$ cat src/rtl/sram_arbiter_2x1.sv
// Two-master front end for one single-port synchronous SRAM (1-cycle read latency).
// Round-robin on contention, read data routed back to the issuing master, contention counter.
module sram_arbiter_2x1 #(
  parameter int XLEN       = 32,
  parameter bit DATA_FIRST = 1'b1
) (
  input  logic            clk,
  input  logic            reset,
  input  logic            inst_req,
  input  logic [3:0]      inst_wen,
  input  logic [XLEN-1:0] inst_addr,
  input  logic [XLEN-1:0] inst_wdata,
  output logic            inst_gnt,
  output logic            inst_rvalid,
  output logic [XLEN-1:0] inst_rdata,
  input  logic            data_req,
  input  logic [3:0]      data_wen,
  input  logic [XLEN-1:0] data_addr,
  input  logic [XLEN-1:0] data_wdata,
  output logic            data_gnt,
  output logic            data_rvalid,
  output logic [XLEN-1:0] data_rdata,
  output logic            sram_en,
  output logic [3:0]      sram_wen,
  output logic [XLEN-1:0] sram_addr,
  output logic [XLEN-1:0] sram_wdata,
  input  logic [XLEN-1:0] sram_rdata,
  output logic [31:0]     conflict_cnt
);

  // Handshake: a master holds req/wen/addr/wdata stable until it sees gnt=1;
  // the transfer happens in the cycle gnt is high. Reads return rvalid one cycle later.

  localparam logic LAST_GRANT_RST = DATA_FIRST ? 1'b0 : 1'b1;

  logic last_grant;   // 0 = inst, 1 = data
  logic resp_valid;
  logic resp_owner;   // 0 = inst, 1 = data

  always_comb begin
    inst_gnt = 1'b0;
    data_gnt = 1'b0;
    if (!reset) begin
      if (inst_req && data_req) begin
        // The master that did not win last time takes this one.
        inst_gnt = last_grant;
        data_gnt = ~last_grant;
      end else begin
        inst_gnt = inst_req;
        data_gnt = data_req;
      end
    end
  end

  always_comb begin
    sram_wen   = 4'b0000;
    sram_addr  = '0;
    sram_wdata = '0;
    if (inst_gnt) begin
      sram_wen   = inst_wen;
      sram_addr  = inst_addr;
      sram_wdata = inst_wdata;
    end else if (data_gnt) begin
      sram_wen   = data_wen;
      sram_addr  = data_addr;
      sram_wdata = data_wdata;
    end
  end

  assign sram_en = inst_gnt | data_gnt;

  always_ff @(posedge clk) begin
    if (reset) begin
      last_grant   <= LAST_GRANT_RST;
      resp_valid   <= 1'b0;
      resp_owner   <= 1'b0;
      conflict_cnt <= 32'd0;
    end else begin
      if (sram_en) last_grant <= data_gnt;
      resp_valid <= sram_en && (sram_wen == 4'b0000);
      resp_owner <= data_gnt;
      if (inst_req && data_req && (conflict_cnt != 32'hFFFF_FFFF))
        conflict_cnt <= conflict_cnt + 32'd1;
    end
  end

  // A response still in flight when reset arrives is suppressed immediately.
  assign inst_rvalid = resp_valid & ~resp_owner & ~reset;
  assign data_rvalid = resp_valid &  resp_owner & ~reset;
  assign inst_rdata  = sram_rdata;
  assign data_rdata  = sram_rdata;

endmodule

$ cat config.mk
export PLATFORM = sky130hd
export DESIGN_NAME = sram_arbiter_2x1
export DESIGN_NICKNAME = d
export VERILOG_FILES = /design/src/rtl/sram_arbiter_2x1.sv
export SDC_FILE = /design/constraint.sdc
export NUM_CORES = 1
export LEC_CHECK = 0
export CORE_AREA = 3 3 133 135
export DETAILED_ROUTE_END_ITERATION = 10
export DIE_AREA = 0 0 136 138
export MAX_ROUTING_LAYER = met4
export PLACE_DENSITY = 0.55
export SLEW_MARGIN = 40
export SYNTH_ARGS = -nofsm -noshare
export SYNTH_HDL_FRONTEND = slang
export SYNTH_SLANG_ARGS = --single-unit
export TNS_END_PERCENT = 5
$ cat constraint.sdc
create_clock -name clk -period 3.73 [get_ports clk]
set_input_delay 0.5595 -clock clk [delete_from_list [all_inputs] [get_ports clk]]
set_output_delay 0.5595 -clock clk [all_outputs]
set_load 0.02 [all_outputs]
After elaboration in Yosys (flattened, before gate mapping):

Index checks and enable logic that the tools add are counted.

* equality and inequality tests: 1
* multipliers: 0
* bitwise logic cells: 8
* shifts and indexed selects: 0
* div/mod/pow operators: 0
* order comparisons: 0
* multiplexer cells: 10
* reductions and logical operators: 4
* add/subtract/negate cells: 1

Operators with widths (count)
* 32-bit 2-to-1 mux: 4
* 32-bit by 1-bit adder with 32-bit output (second input constant): 1
* 32-bit inequality test (second input constant): 1
* 4-bit 2-to-1 mux: 2
* 1-bit bitwise AND: 4
* 4-bit logical NOT: 1
* 1-bit 2-to-1 mux: 4
* 1-bit logical AND: 3
* 1-bit inverter: 3
* 1-bit bitwise OR: 1

* bits in writable memories: 0
* latch bits: 0
* memories kept: 0
* memory bits (read-only): 0
* output and inout bits: 169
* word-level logic and storage cells: 28
* register bits: 35

Depth between registers and ports, before layout:

Gate-level depths: netlist of run 1.

* word-level depth: 7
* mapped depth: 8
* gate-level depth less buffers: 6

Worst setup path before layout of run 1:

No wires, ideal clock.

* path type: in2out
* start point: in reset
* end point: out sram_addr[12]
* path slack: 1114 ps
* stages: 5
* data arrival time: 2057 ps
* required time: 3171 ps
* buffers on the path: 3
* path through: buf_4 nor3b_1 clkbuf_1 buf_1 a22o_1

* cells in the longest elaborated chain, start to end: 3
* elaborated cells between the ends (all ways): 4
* classes of those cells: mux (4)

Ends and longest elaborated chain
* start, declared: line 8 `input logic reset,`
* 1-bit 2-to-1 mux: line 43 `if (!reset) begin`
* 32-bit 2-to-1 mux: line 63 `end else if (data_gnt) begin`
* 32-bit 2-to-1 mux *: line 59 `if (inst_gnt) begin`
* end, declared: line 25 `output logic [XLEN-1:0] sram_addr,`

Mark *: on every way between the ends. The rest lies on a longest branch, timed or not.

Worst setup path in the final report of run 1:

* start point: in data_req
* end point: out sram_wdata[10]

* cells in the longest elaborated chain, start to end: 5
* elaborated cells between the ends (all ways): 7
* classes of those cells: mux (6); reduce/logical (1)

Ends and longest elaborated chain
* start, declared: line 16 `input logic data_req,`
* 1-bit logical AND: line 44 `if (inst_req && data_req) begin`
* 1-bit 2-to-1 mux: line 44
* 1-bit 2-to-1 mux: line 43
* 32-bit 2-to-1 mux: line 63
* 32-bit 2-to-1 mux *: line 59
* end, declared: line 26 `output logic [XLEN-1:0] sram_wdata,`

Marked as above.

==> results of run 1 <==
==> critical path: cells and delay by family <==
family | cells | cell delay [ns]
buf+inv | 3 | 1.46
simple gates | 2 | 0.42
compound gates | 1 | 0.26
==> cells in the final DEF (no fill, tap or decap), types with 3 or more instances in the layout <==
cell	n
sky130_fd_sc_hd__a22o_1	68
sky130_fd_sc_hd__a31oi_1	3
sky130_fd_sc_hd__o21ai_0	8
sky130_fd_sc_hd__buf_4	23
sky130_fd_sc_hd__or4_1	4
sky130_fd_sc_hd__and4b_1	3
sky130_fd_sc_hd__or2_2	3
sky130_fd_sc_hd__buf_12	3
sky130_fd_sc_hd__clkdlybuf4s50_1	223
sky130_fd_sc_hd__nand2_1	11
sky130_fd_sc_hd__nor4_1	5
sky130_fd_sc_hd__dfxtp_1	35
sky130_fd_sc_hd__diode_2	9
sky130_fd_sc_hd__clkbuf_16	5
sky130_fd_sc_hd__xnor2_1	6
sky130_fd_sc_hd__nor2_1	12
sky130_fd_sc_hd__or3_1	9
sky130_fd_sc_hd__nor3_1	6
sky130_fd_sc_hd__inv_1	3
sky130_fd_sc_hd__a21oi_1	18
sky130_fd_sc_hd__nand4_1	4
sky130_fd_sc_hd__and3_1	5
sky130_fd_sc_hd__o31ai_1	5
sky130_fd_sc_hd__and2_1	3
sky130_fd_sc_hd__and4_1	3
sky130_fd_sc_hd__nand3_1	9
sky130_fd_sc_hd__or4_2	3
sky130_fd_sc_hd__xor2_1	3
==> routing by layer <==
layer / vias up / GRT usage (%) / routed length, um
li1: 1623 / - / -
met4: 0 / 1.27 / 55
met1: 1631 / 22.3 / 6840
met3: 7 / 9.45 / 2410
met2: 212 / 28.2 / 8130
met5: - / - / 0
==> layout make-up <==
cell class                      count  area (um^2)  area share [%]
Clock buffer                        8          156            2.98
Tap cell                          220          275            5.24
Inverter                            3         11.3           0.214
Antenna cell                        9         22.5           0.429
Sequential cell                    35          701            13.3
Multi-Input combinational cell    223         1620            30.9
Timing Repair Buffer              249         2460            46.9
==> registers in the layout, summed over array words and instances (netlist names) <==
| signal | cells |
|---|---|
| resp_valid | 1 |
| conflict_cnt | 32 |
| resp_owner | 1 |
| last_grant | 1 |
==> worst max-delay path by stage <==
| stage | startpoint | to | slack [ns] |
|---|---|---|---|
| 6_report | data_req | sram_wdata[10] | 0.42 |
| 5_1_grt | inst_req | sram_addr[14] | 0.28 |
| 4_1_cts | inst_req | sram_addr[14] | 0.42 |
| 3_5_place_dp | inst_req | sram_addr[14] | 0.42 |
| 3_3_place_gp | inst_req | sram_addr[12] | 0.49 |
| 2_1_floorplan | reset | sram_addr[12] | 1.11 |
==> report_power, final <==
group | total [W] | leakage (nW) | switching (W) | internal [W]
registers | 0.000381 | 0.283 | 0.00000309 | 0.000378
logic | 0.000466 | 1.49 | 0.000206 | 0.000261
clock network | 0.000434 | 0.0772 | 0.000150 | 0.000284
==> Yosys cell counts, types with 3 or more instances <==
cell type	n
sky130_fd_sc_hd__nand2_1	11
sky130_fd_sc_hd__nor3_1	6
sky130_fd_sc_hd__o31ai_1	5
sky130_fd_sc_hd__or4_1	4
sky130_fd_sc_hd__nor2_1	12
sky130_fd_sc_hd__buf_4	65
sky130_fd_sc_hd__clkbuf_1	20
sky130_fd_sc_hd__o21ai_0	8
sky130_fd_sc_hd__a21oi_1	18
sky130_fd_sc_hd__inv_1	3
sky130_fd_sc_hd__xor2_1	3
sky130_fd_sc_hd__a22o_1	68
sky130_fd_sc_hd__and2_1	4
sky130_fd_sc_hd__and4b_1	3
sky130_fd_sc_hd__dfxtp_1	35
sky130_fd_sc_hd__or3_1	9
sky130_fd_sc_hd__nand3_1	9
sky130_fd_sc_hd__or4_2	3
sky130_fd_sc_hd__a31oi_1	3
sky130_fd_sc_hd__nor4_1	5
sky130_fd_sc_hd__xnor2_1	6
sky130_fd_sc_hd__nand4_1	4
sky130_fd_sc_hd__and3_1	5
sky130_fd_sc_hd__or2_2	3
sky130_fd_sc_hd__and4_1	3
==> stage by stage <==
| stage | total power, W | util (%) |
|---|---|---|
| final | 0.00128 | 31.7 |
| after global routing | 0.00133 | 31.7 |
| after CTS | 0.00130 | 31.5 |
| after detailed placement | 0.000860 | 30.6 |
| after global placement | 0.000858 | 30.6 |
| after floorplan | 0.000648 | - |
==> kinds of logic after synthesis <==
kind of cell	after synthesis	synth area share, %
simple gates	92	19.5
compound gates	119	32.0
mux	2	0.729
buf+inv	93	20.6
fa+ha+maj	1	0.429
xor+xnor	9	2.70
flops	35	24.0
==> PnR_summary.wiki, run 1 <==
{| class="wikitable"
! Metric !! Value
|-
| Outcome || completed
|-
| Crit-path most repeated cell || sky130_fd_sc_hd__clkdlybuf4s50_1
|-
| Number of global-route vias before repair || 3,546
|-
| Die area || 0.0188 mm^2
|-
| Worst-path cell chain || clkdlybuf4s50_1, nor2b_1, nor3b_2, buf_12, a22o_1, clkdlybuf4s50_1
|-
| Summed instance area of the synthesized netlist || slightly below 0.003 mm^2
|-
| Global route total overflow || 0
|-
| Sink of the worst hold path || conflict_cnt[26]
|-
| Std-Cell Rows || 47
|-
| Cell area after placement || approximately 0.0051 mm^2
|-
| Max FO, Critical Path || 70
|-
| Buffers added on ports || 244
|-
| Setup repair after global routing missed its margin || no
|-
| TritonCTS clock tree || done
|-
| Setup TNS || 0 ns
|-
| Commonest register cell after synthesis || sky130_fd_sc_hd__dfxtp_1
|-
| Wire length of the first global-routing pass || approximately 25,000 um
|-
| Min-Delay Path Class || register to register
|-
| Average via count per standard cell || 4.65
|-
| Synth Warn # || 0
|-
| Crit Reg-Reg Startpoint || conflict_cnt[0]
|-
| Core area || 0.0166 mm^2
|-
| Count of instances resized after the clock tree is built || 0
|-
| Count of hold-fix buffers inserted at cts || 0
|-
| Root cell of the clock tree || sky130_fd_sc_hd__clkbuf_16
|-
| Worst hold slack across all endpoints || roughly 0.50 ns
|-
| Aggregate routed wire length || about 17,000 um
|-
| Number of failing hold endpoints at the final stage || 0
|-
| Worst hold stages || 2
|-
| Fraction of the yosys area taken by sequential cells || about 24%
|-
| Number of instances in the synthesized netlist || 351
|-
| Post-route DRC || 0
|-
| Startpoint of the most critical hold path || conflict_cnt[26]
|-
| Die boundary height || 138 um
|-
| Worst Slack Setup Final || approximately 0.42 ns
|-
| First-pass iteration count of the detailed router || 4
|-
| Pin slew with the least headroom to its limit || a little over 0.7 ns
|-
| Total of endpoints with negative setup slack in the final report || 0
|-
| Timing-limited maximum frequency || roughly 300 MHz
|-
| Clock Skew || 0.00418 ns
|-
| Post-layout instance count excluding filler cells || between 700 and 800
|-
| Number of placed cells counting well taps || 730
|-
| Count of vias placed by the detailed router || around 3,500
|-
| Cell type contributing the most total cell area after synthesis || sky130_fd_sc_hd__dfxtp_1
|-
| Relative area change from synthesis to final layout || 80.1%
|-
| Yosys top cell area share || approximately a quarter
|-
| Pwr dens || about 240 mW/mm^2
|-
| Crit Path Class || primary input to primary output
|-
| Clock network latency to the later pin of the worst-skew pair || approximately 0.28 ns
|-
| Share of the clock period used by the worst path after layout || 88.7%
|-
| Post-synthesis area per instance || a little over 8 um^2
|-
| Post-place setup slack || between 0.4 and 0.5 ns
|-
| Number of H-tree levels || 2
|-
| Longest Clk Path Bufs || 2
|-
| Highest ir drop seen on vdd || between 0.00015 and 0.0002 V
|-
| Pins Over Slew Limit || 0
|-
| Worst EP required || between 3 and 4 ns
|-
| Final HPWL DP || 15,200 um
|-
| Drt wl/cell || approximately 23 um
|-
| Post-CTS setup repair buffer count || 0
|-
| Worst EP arrival || ~2.8 ns
|-
| Initial Utilization || roughly 18%
|-
| Number of enable-type register cells in the synthesized netlist || 0
|-
| Total global routing track utilization || roughly 18%
|-
| # IOs || between 300 and 400
|-
| Master of the slowest instance on the critical path || sky130_fd_sc_hd__clkdlybuf4s50_1
|-
| Number of distinct standard cells referenced by the synthesized netlist || between 50 and 60
|-
| Max cap viols || 0
|-
| Die width || roughly 140 um
|-
| Initial antenna violation count || 9
|-
| Net count reported at finish || just under 700
|-
| Fraction of registers with async set or reset after synthesis || 0%
|-
| Ratio of cells with drive above 1 in the final layout || roughly 10%
|-
| Final Cell Area || ~0.0053 mm^2
|-
| Post-route minimum period || ~3.3 ns
|-
| Largest incremental delay on the critical path || between 0.6 and 0.7 ns
|-
| Kind of start point of the critical path || primary input
|-
| Count of routing violations after the opening detailed-route iteration || approximately 200
|-
| Type of element capturing the critical path || primary output
|-
| Worst r2r dst || conflict_cnt[26]
|-
| Slew headroom || between 50 and 60%
|-
| Maximum number of pins on one net before global-route repair || 71
|-
| Placer congestion estimate || just under 0.9
|-
| Number of buffers created by CTS || 5
|-
| Synthesis-stage register bit count || 35
|-
| Clock-pin slew on the worst setup and hold paths || ~0.05 ns
|-
| Antenna viol nets, final || 0
|-
| TritonCTS Sinks || 35
|-
| R2r setup slk || between 1 and 1.5 ns
|-
| Leak pwr || 1.85 nW
|-
| Worst-case reg-to-reg path depth || 6
|-
| Biggest area contributors in the synthesized netlist || sky130_fd_sc_hd__dfxtp_1, sky130_fd_sc_hd__a22o_1, sky130_fd_sc_hd__buf_4
|-
| Nets in the synthesized netlist || 524
|-
| Count of fill cells added during filler insertion || 1,735
|}
Power figures use the tool's default switching activity.
==> run 2, diff against run 1 <==
--- a/config.mk
+++ b/config.mk
@@ -11,5 +11,5 @@
 export MAX_ROUTING_LAYER = met4
 export PLACE_DENSITY = 0.55
-export SLEW_MARGIN = 40
+export SLEW_MARGIN = 20
 export SYNTH_ARGS = -nofsm -noshare
 export SYNTH_HDL_FRONTEND = slang
==> constraint.sdc (replaced) <==
create_clock -name clk -period 3.73 [get_ports clk]
set_input_delay 0.9325 -clock clk [delete_from_list [all_inputs] [get_ports clk]]
set_output_delay 0.9325 -clock clk [all_outputs]
set_load 0.02 [all_outputs]
==> run 2 against run 1 <==
  * Clock-buffer cell count is 2 lower
  * Total power is 2.3% lower
  * Setup slack worse by 0.37 ns
  * Cell area is 1.8% higher
  * Combinational power is 0.9% higher
  * Sequential power hardly changed
  * Sequential share of layout area is 0.23 points lower
  * Critical endpoint is now sram_addr[16]
==> PnR_summary.wiki, run 2 (synthesized netlist as in run 1, its figures left out) <==
{| class="wikitable"
! Metric !! Value
|-
| Global route total overflow || 0 (unchanged)
|-
| Count of routing violations after the opening detailed-route iteration || 219 (+11%)
|-
| Share of the clock period used by the worst path after layout || 98.8% (+10 points)
|-
| Drt wl/cell || 23.8 um (+1.8%)
|-
| Post-place setup slack || -0.208 ns (-0.629 ns)
|-
| Largest register by flop count || conflict_cnt
|-
| Start point of the critical path || data_req
|-
| # IOs || 341 (unchanged)
|-
| Placer congestion estimate || 0.928 (+5.4%)
|-
| Clock Skew || 0.00550 ns (+0.00131 ns)
|-
| Wire length of the first global-routing pass || 24,900 um (+1.3%)
|-
| Register cell area after layout || 701 um^2 (unchanged)
|-
| Total global routing track utilization || 18.6% (+0.38 points)
|-
| Min-Delay Path Class || register to register
|-
| Relative area change from synthesis to final layout || 83.2%
|-
| Worst hold slack across all endpoints || 0.502 ns (+0.00424 ns)
|-
| Area taken by multi-input logic gates || 0.00162 mm^2 (about the same)
|-
| Type of element capturing the critical path || primary output
|-
| Global Route met3 Usage || 7.67% (-1.8 points)
|-
| Number of placed cells counting well taps || 747 (+2.3%)
|-
| Maximum number of pins on one net before global-route repair || 34 (-52%)
|-
| Number of global-route vias before repair || 3,542 (-0.11%)
|-
| Count of fill cells added during filler insertion || 1,761 (+1.5%)
|-
| First-pass iteration count of the detailed router || 4 (unchanged)
|-
| Aggregate routed wire length || 18,100 um (+3.7%)
|-
| Worst EP required || 2.80 ns (-0.37 ns)
|-
| Die width || 136 um (unchanged)
|-
| Internal portion of total power || 0.000878 W (-4.9%)
|-
| Pwr dens || 234 mW/mm^2 (-4.0%)
|-
| Clock-pin slew on the worst setup and hold paths || 0.05 ns (about the same)
|-
| Pins Over Slew Limit || 0 (unchanged)
|-
| Pin slew with the least headroom to its limit || 0.747 ns (+0.0365 ns)
|-
| Logic gate share of total power || 37.6% (+1.2 points)
|-
| Number of failing hold endpoints at the final stage || 0 (unchanged)
|-
| Initial antenna violation count || 4 (-5)
|-
| Die boundary height || 138 um (unchanged)
|-
| Switching part of the total || 29.9% (+1.9 points)
|-
| Number of buffers created by CTS || 5 (unchanged)
|-
| TritonCTS Sinks || 35 (unchanged)
|-
| Std-Cell Rows || 47 (unchanged)
|-
| Root cell of the clock tree || sky130_fd_sc_hd__clkbuf_16
|-
| Post-layout instance count excluding filler cells || 761 (+1.9%)
|-
| Leak pwr || 2.13 nW (+15%)
|-
| Clk pwr share || 32.0% (-1.9 points)
|-
| Initial Utilization || 17.6% (unchanged)
|-
| Longest Clk Path Bufs || 2 (unchanged)
|-
| Ratio of cells with drive above 1 in the final layout || 14.3% (+4.3 points)
|-
| Highest ir drop seen on vdd || 0.000194 V (+6.8%)
|-
| Post-route total power || 0.00125 W (-2.3%)
|-
| Worst r2r dst || conflict_cnt[30]
|-
| Worst EP arrival || 2.75 ns (about the same)
|-
| Relative contribution of sequential cells to total power || 30.4% (+0.7 points)
|-
| Last element of the critical path || sram_addr[16]
|-
| Antenna viol nets, final || 0 (unchanged)
|-
| Count of vias placed by the detailed router || 3,549 (+2.2%)
|-
| Outcome || completed
|-
| Startpoint of the most critical hold path || conflict_cnt[26]
|-
| Crit Reg-Reg Startpoint || conflict_cnt[0]
|-
| Most common cell after layout, fill and taps aside || sky130_fd_sc_hd__clkdlybuf4s50_1
|-
| Number of H-tree levels || 2 (unchanged)
|-
| Worst-case reg-to-reg path depth || 6 (unchanged)
|-
| Crit Path Class || primary input to primary output
|-
| Die area || 0.0188 mm^2 (unchanged)
|-
| Slew headroom || 49.7% (-2.5 points)
|-
| Net count reported at finish || 709 (+2.8%)
|-
| Post-route DRC || 0 (unchanged)
|-
| Average via count per standard cell || 4.66 (+0.31%)
|-
| Max cap viols || 0 (unchanged)
|-
| Kind of start point of the critical path || primary input
|-
| Flip-flop count of the largest register, all copies and words added || 32 (unchanged)
|-
| R2r setup slk || 1.28 ns (+0.15 ns)
|-
| Timing-limited maximum frequency || 271 MHz (-10%)
|-
| Met2 Use GR || 28.6% (+0.34 points)
|-
| Net switching power of the design || 0.000374 W (+4.3%)
|-
| Final HPWL DP || 15,900 um (+4.5%)
|-
| Worst Slack Setup Final || 0.0460 ns (-0.375 ns)
|-
| TritonCTS clock tree || done
|-
| Total of endpoints with negative setup slack in the final report || 0 (unchanged)
|-
| Met1 track demand over resource || 23.6% (+1.3 points)
|-
| Max FO, Critical Path || 13 (-81%)
|-
| Core area || 0.0166 mm^2 (unchanged)
|-
| Commonest non-fill, non-tap cells in the layout || sky130_fd_sc_hd__clkdlybuf4s50_1, sky130_fd_sc_hd__a22o_1, sky130_fd_sc_hd__buf_4
|-
| Gr busiest metal || met2
|-
| Post-route minimum period || 3.68 ns (+0.375 ns)
|-
| Buffers added on ports || 244 (unchanged)
|-
| Clock network latency to the later pin of the worst-skew pair || 0.28 ns (about the same)
|}
-- run 2: changes by cell type in the layout (fill, tap and decap cells not counted), moves of 2 or more --
cell,delta
sky130_fd_sc_hd__dlymetal6s2s_1,+4
sky130_fd_sc_hd__clkdlybuf4s50_1,-49
sky130_fd_sc_hd__buf_12,+2
sky130_fd_sc_hd__diode_2,-5
sky130_fd_sc_hd__clkbuf_2,+5
sky130_fd_sc_hd__clkdlybuf4s15_1,+10
sky130_fd_sc_hd__buf_4,+15
sky130_fd_sc_hd__dlygate4sd2_1,+30
sky130_fd_sc_hd__clkbuf_8,-2
-- run 2: per-layer routing --
layer | wire length, um | share of wire, %
met5 | 0 | 0
met1 | 7600 | 42
met2 | 8390 | 46
met3 | 1900 | 11
met4 | 182 | 1.0
-- run 2: repair_timing --
item                                    4_1_cts  5_1_grt
setup buffers                                 0        1
cloned                                        0        1
endpoints found under the setup margin       49       11
resized for setup                            46       26
pin swaps                                     0        1
hold buffers                                  0        0
-- run 2: cell type report --
| cell class | instances | share of cell area (%) |
|---|---|---|
| Timing Repair Buffer | 268 | 48.3 |
| Multi-Input combinational cell | 223 | 30.4 |
| Sequential cell | 35 | 13.1 |
| Tap cell | 220 | 5.15 |
| Clock buffer | 6 | 2.41 |
| Clock inverter | 2 | 0.234 |
| Inverter | 3 | 0.211 |
| Antenna cell | 4 | 0.187 |
-- run 2: per-stage QoR --
stage	instance area [um^2]	utilization, %	TNS (ns)
after global routing	5350	32.2	-0.0678
after floorplan	2920	-	0
final	5350	32.2	0
after CTS	5320	32.1	-0.558
after global placement	5230	31.5	-5.14
after detailed placement	5230	31.5	-6.05
-- run 2: worst min-delay path by stage --
stage	slack, ns	end	cells after the start
2_1_floorplan	0.46	last_grant	1
6_report	0.50	conflict_cnt[26]	2
3_3_place_gp	0.48	conflict_cnt[26]	2
4_1_cts	0.50	conflict_cnt[30]	2
3_5_place_dp	0.49	conflict_cnt[30]	2
5_1_grt	0.52	conflict_cnt[26]	2
-- run 2: power by group through the flow --
| stage | Clock, W | Combinational [W] | Sequential [W] |
|---|---|---|---|
| 6_report | 0.000401 | 0.000470 | 0.000381 |
| 5_1_grt | 0.000425 | 0.000489 | 0.000382 |
| 4_1_cts | 0.000414 | 0.000472 | 0.000381 |
| 3_5_place_dp | 0 | 0.000495 | 0.000389 |
| 3_3_place_gp | 0 | 0.000494 | 0.000389 |
| 2_1_floorplan | 0 | 0.000258 | 0.000390 |
-- run 2: worst max-delay path, cell delays in order --
cell                              delay [ns]
sky130_fd_sc_hd__clkdlybuf4s50_1        0.47
sky130_fd_sc_hd__nor2b_1                0.17
sky130_fd_sc_hd__nor3b_2                0.26
sky130_fd_sc_hd__buf_4                  0.17
sky130_fd_sc_hd__buf_4                  0.19
sky130_fd_sc_hd__a22o_1                 0.18
sky130_fd_sc_hd__clkdlybuf4s15_1        0.37
==> run 3, diff against run 2 <==
- SETUP_SLACK_MARGIN: not set -> 0.3
==> run 3 against run 2 <==
  * Die area unchanged
  * Combinational power up 3%
  * Utilization up 0.57 points
  * Clock-buffer cell count unchanged
  * Cell count up 0.13%
  * Global-route usage up 0.22 points
  * Sequential cell count unchanged
  * Total power up 1.1%
  * Maximum frequency up 5.0%
  * Critical path type unchanged
  * Largest cell class unchanged
==> PnR_summary.wiki, run 3 (synthesized netlist as in run 1, its figures left out) <==
{| class="wikitable"
! Metric !! Value
|-
| Outcome || completed
|-
| Number of H-tree levels || 2 (unchanged)
|-
| Kind of start point of the critical path || primary input
|-
| Crit Reg-Reg Startpoint || conflict_cnt[0]
|-
| Count of vias placed by the detailed router || 3,581 (+0.90%)
|-
| Commonest non-fill, non-tap cells in the layout || sky130_fd_sc_hd__clkdlybuf4s50_1, sky130_fd_sc_hd__a22o_1, sky130_fd_sc_hd__buf_4
|-
| Type of element capturing the critical path || primary output
|-
| Pin slew with the least headroom to its limit || 0.743 ns (-0.00362 ns)
|-
| Drt wl/cell || 23.9 um (+0.56%)
|-
| Aggregate routed wire length || 18,200 um (+0.69%)
|-
| Longest Clk Path Bufs || 2 (unchanged)
|-
| Timing-limited maximum frequency || 285 MHz (+5.0%)
|-
| Std-Cell Rows || 47 (unchanged)
|-
| Total of endpoints with negative setup slack in the final report || 0 (unchanged)
|-
| Highest ir drop seen on vdd || 0.000194 V (about the same)
|-
| First-pass iteration count of the detailed router || 4 (unchanged)
|-
| Die boundary height || 138 um (unchanged)
|-
| Last element of the critical path || sram_wdata[16]
|-
| Die area || 0.0188 mm^2 (unchanged)
|-
| Largest incremental delay on the critical path || 0.44 ns (-0.03 ns)
|-
| Placer congestion estimate || 0.928 (unchanged)
|-
| Clock Skew || 0.00535 ns (-0.000144 ns)
|-
| Ratio of cells with drive above 1 in the final layout || 17.3% (+2.9 points)
|-
| Start point of the critical path || reset
|-
| Cell area after placement || 0.00523 mm^2 (unchanged)
|-
| Count of routing violations after the opening detailed-route iteration || 218 (-0.46%)
|-
| TritonCTS Sinks || 35 (unchanged)
|-
| Average via count per standard cell || 4.70 (+0.77%)
|-
| Min-Delay Path Class || register to register
|-
| # IOs || 341 (unchanged)
|-
| Final HPWL DP || 15,900 um (unchanged)
|-
| Initial Utilization || 17.6% (unchanged)
|-
| Worst EP required || 2.80 ns (about the same)
|-
| Net count reported at finish || 710 (+0.14%)
|-
| Max FO, Critical Path || 14 (+1)
|-
| Number of placed cells counting well taps || 747 (unchanged)
|-
| Buffers added on ports || 244 (unchanged)
|-
| Worst-case reg-to-reg path depth || 6 (unchanged)
|-
| Maximum number of pins on one net before global-route repair || 34 (unchanged)
|-
| Largest register by flop count || conflict_cnt
|-
| Final Cell Area || 0.00544 mm^2 (+1.8%)
|-
| Worst EP arrival || 2.58 ns (-0.17 ns)
|-
| Share of the clock period used by the worst path after layout || 94.1% (-4.7 points)
|-
| Crit Path Class || primary input to primary output
|-
| Master of the slowest instance on the critical path || sky130_fd_sc_hd__clkdlybuf4s50_1
|-
| Clock network latency to the later pin of the worst-skew pair || 0.28 ns (about the same)
|-
| Crit-path most repeated cell || sky130_fd_sc_hd__buf_4
|-
| Setup repair after global routing missed its margin || yes
|-
| Worst-path cell chain || clkdlybuf4s50_1, buf_4, nor3b_4, buf_4, buf_6, a22o_1, dlygate4sd2_1
|-
| Most common cell after layout, fill and taps aside || sky130_fd_sc_hd__clkdlybuf4s50_1
|-
| Post-layout instance count excluding filler cells || 762 (+0.13%)
|-
| Antenna viol nets, final || 0 (unchanged)
|-
| TritonCTS clock tree || done
|-
| Initial antenna violation count || 4 (unchanged)
|-
| Worst r2r dst || conflict_cnt[30]
|-
| Slew headroom || 50.0% (+0.24 points)
|-
| Post-route minimum period || 3.51 ns (-0.175 ns)
|-
| Root cell of the clock tree || sky130_fd_sc_hd__clkbuf_16
|-
| Setup TNS || 0 ns (unchanged)
|-
| Count of hold-fix buffers inserted at cts || 0 (unchanged)
|-
| Global route total overflow || 0 (unchanged)
|-
| Wire length of the first global-routing pass || 25,200 um (+1.1%)
|-
| Post-route DRC || 0 (unchanged)
|-
| Leak pwr || 2.14 nW (+0.37%)
|-
| Number of global-route vias before repair || 3,582 (+1.1%)
|-
| Max cap viols || 0 (unchanged)
|-
| R2r setup slk || 1.27 ns (about the same)
|-
| Clock-pin slew on the worst setup and hold paths || 0.05 ns (about the same)
|-
| Pwr dens || 233 mW/mm^2 (-0.67%)
|-
| Relative area change from synthesis to final layout || 86.5%
|-
| Flip-flop count of the largest register, all copies and words added || 32 (unchanged)
|-
| Total global routing track utilization || 18.9% (+0.22 points)
|-
| Number of buffers created by CTS || 5 (unchanged)
|-
| Pins Over Slew Limit || 0 (unchanged)
|-
| Core area || 0.0166 mm^2 (unchanged)
|-
| Number of failing hold endpoints at the final stage || 0 (unchanged)
|-
| Die width || 136 um (unchanged)
|}
-- run 3: where the power goes --
part,switching (W),internal [W]
sequential,0.00000316,0.000378
combinational,0.000221,0.000263
clock,0.000154,0.000246
total,0.000379,0.000887
-- run 3: cell type report --
cell class | instances | area [um^2]
antenna | 4 | 10.0
clock buffer | 6 | 129
clock inverter | 2 | 12.5
fill | 1755 | 11100
inverter | 3 | 11.3
multi-input combinational | 223 | 1710
sequential | 35 | 701
tap | 220 | 275
timing repair buffer | 269 | 2590
-- run 3: worst min-delay path by stage --
| stage | startpoint | to | cells past startpoint |
|---|---|---|---|
| after floorplan | last_grant | last_grant | 1 |
| after global placement | conflict_cnt[26] | conflict_cnt[26] | 2 |
| after detailed placement | conflict_cnt[30] | conflict_cnt[30] | 2 |
| after CTS | conflict_cnt[30] | conflict_cnt[30] | 2 |
| after global routing | conflict_cnt[26] | conflict_cnt[26] | 2 |
| final | conflict_cnt[26] | conflict_cnt[26] | 2 |
-- run 3: timing repair --
action                     CTS  global route
pin swaps                    2             0
setup buffers                2             0
resized for setup           98            10
gates cloned                 1             0
setup endpoints to repair   73            72
-- run 3: critical path: cells and delay by family --
family / cells / cell delay [ns]
buffers and inverters: 5 / 1.25
AND/OR/NAND/NOR: 1 / 0.23
AO/OA/AOI/OAI: 1 / 0.16
-- run 3: metal layers --
metal,global-route usage [%],vias up,wire length (um),share of wire [%]
li1,-,1653,-,-
met1,24.0,1688,7670,42
met2,28.7,228,8370,46
met3,7.63,12,1860,10
met4,3.08,0,304,1.7
met5,-,-,0,0
-- run 3: through the flow --
step           total power [W]  utilization [%]  setup slack (ns)  hold slack [ns]
4_1_cts                0.00128             32.6             0.135            0.503
3_3_place_gp          0.000883             31.5            -0.186            0.479
6_report               0.00127             32.8             0.221            0.502
3_5_place_dp          0.000884             31.5            -0.208            0.493
2_1_floorplan         0.000648                -             0.368            0.463
5_1_grt                0.00131             32.8             0.139            0.524
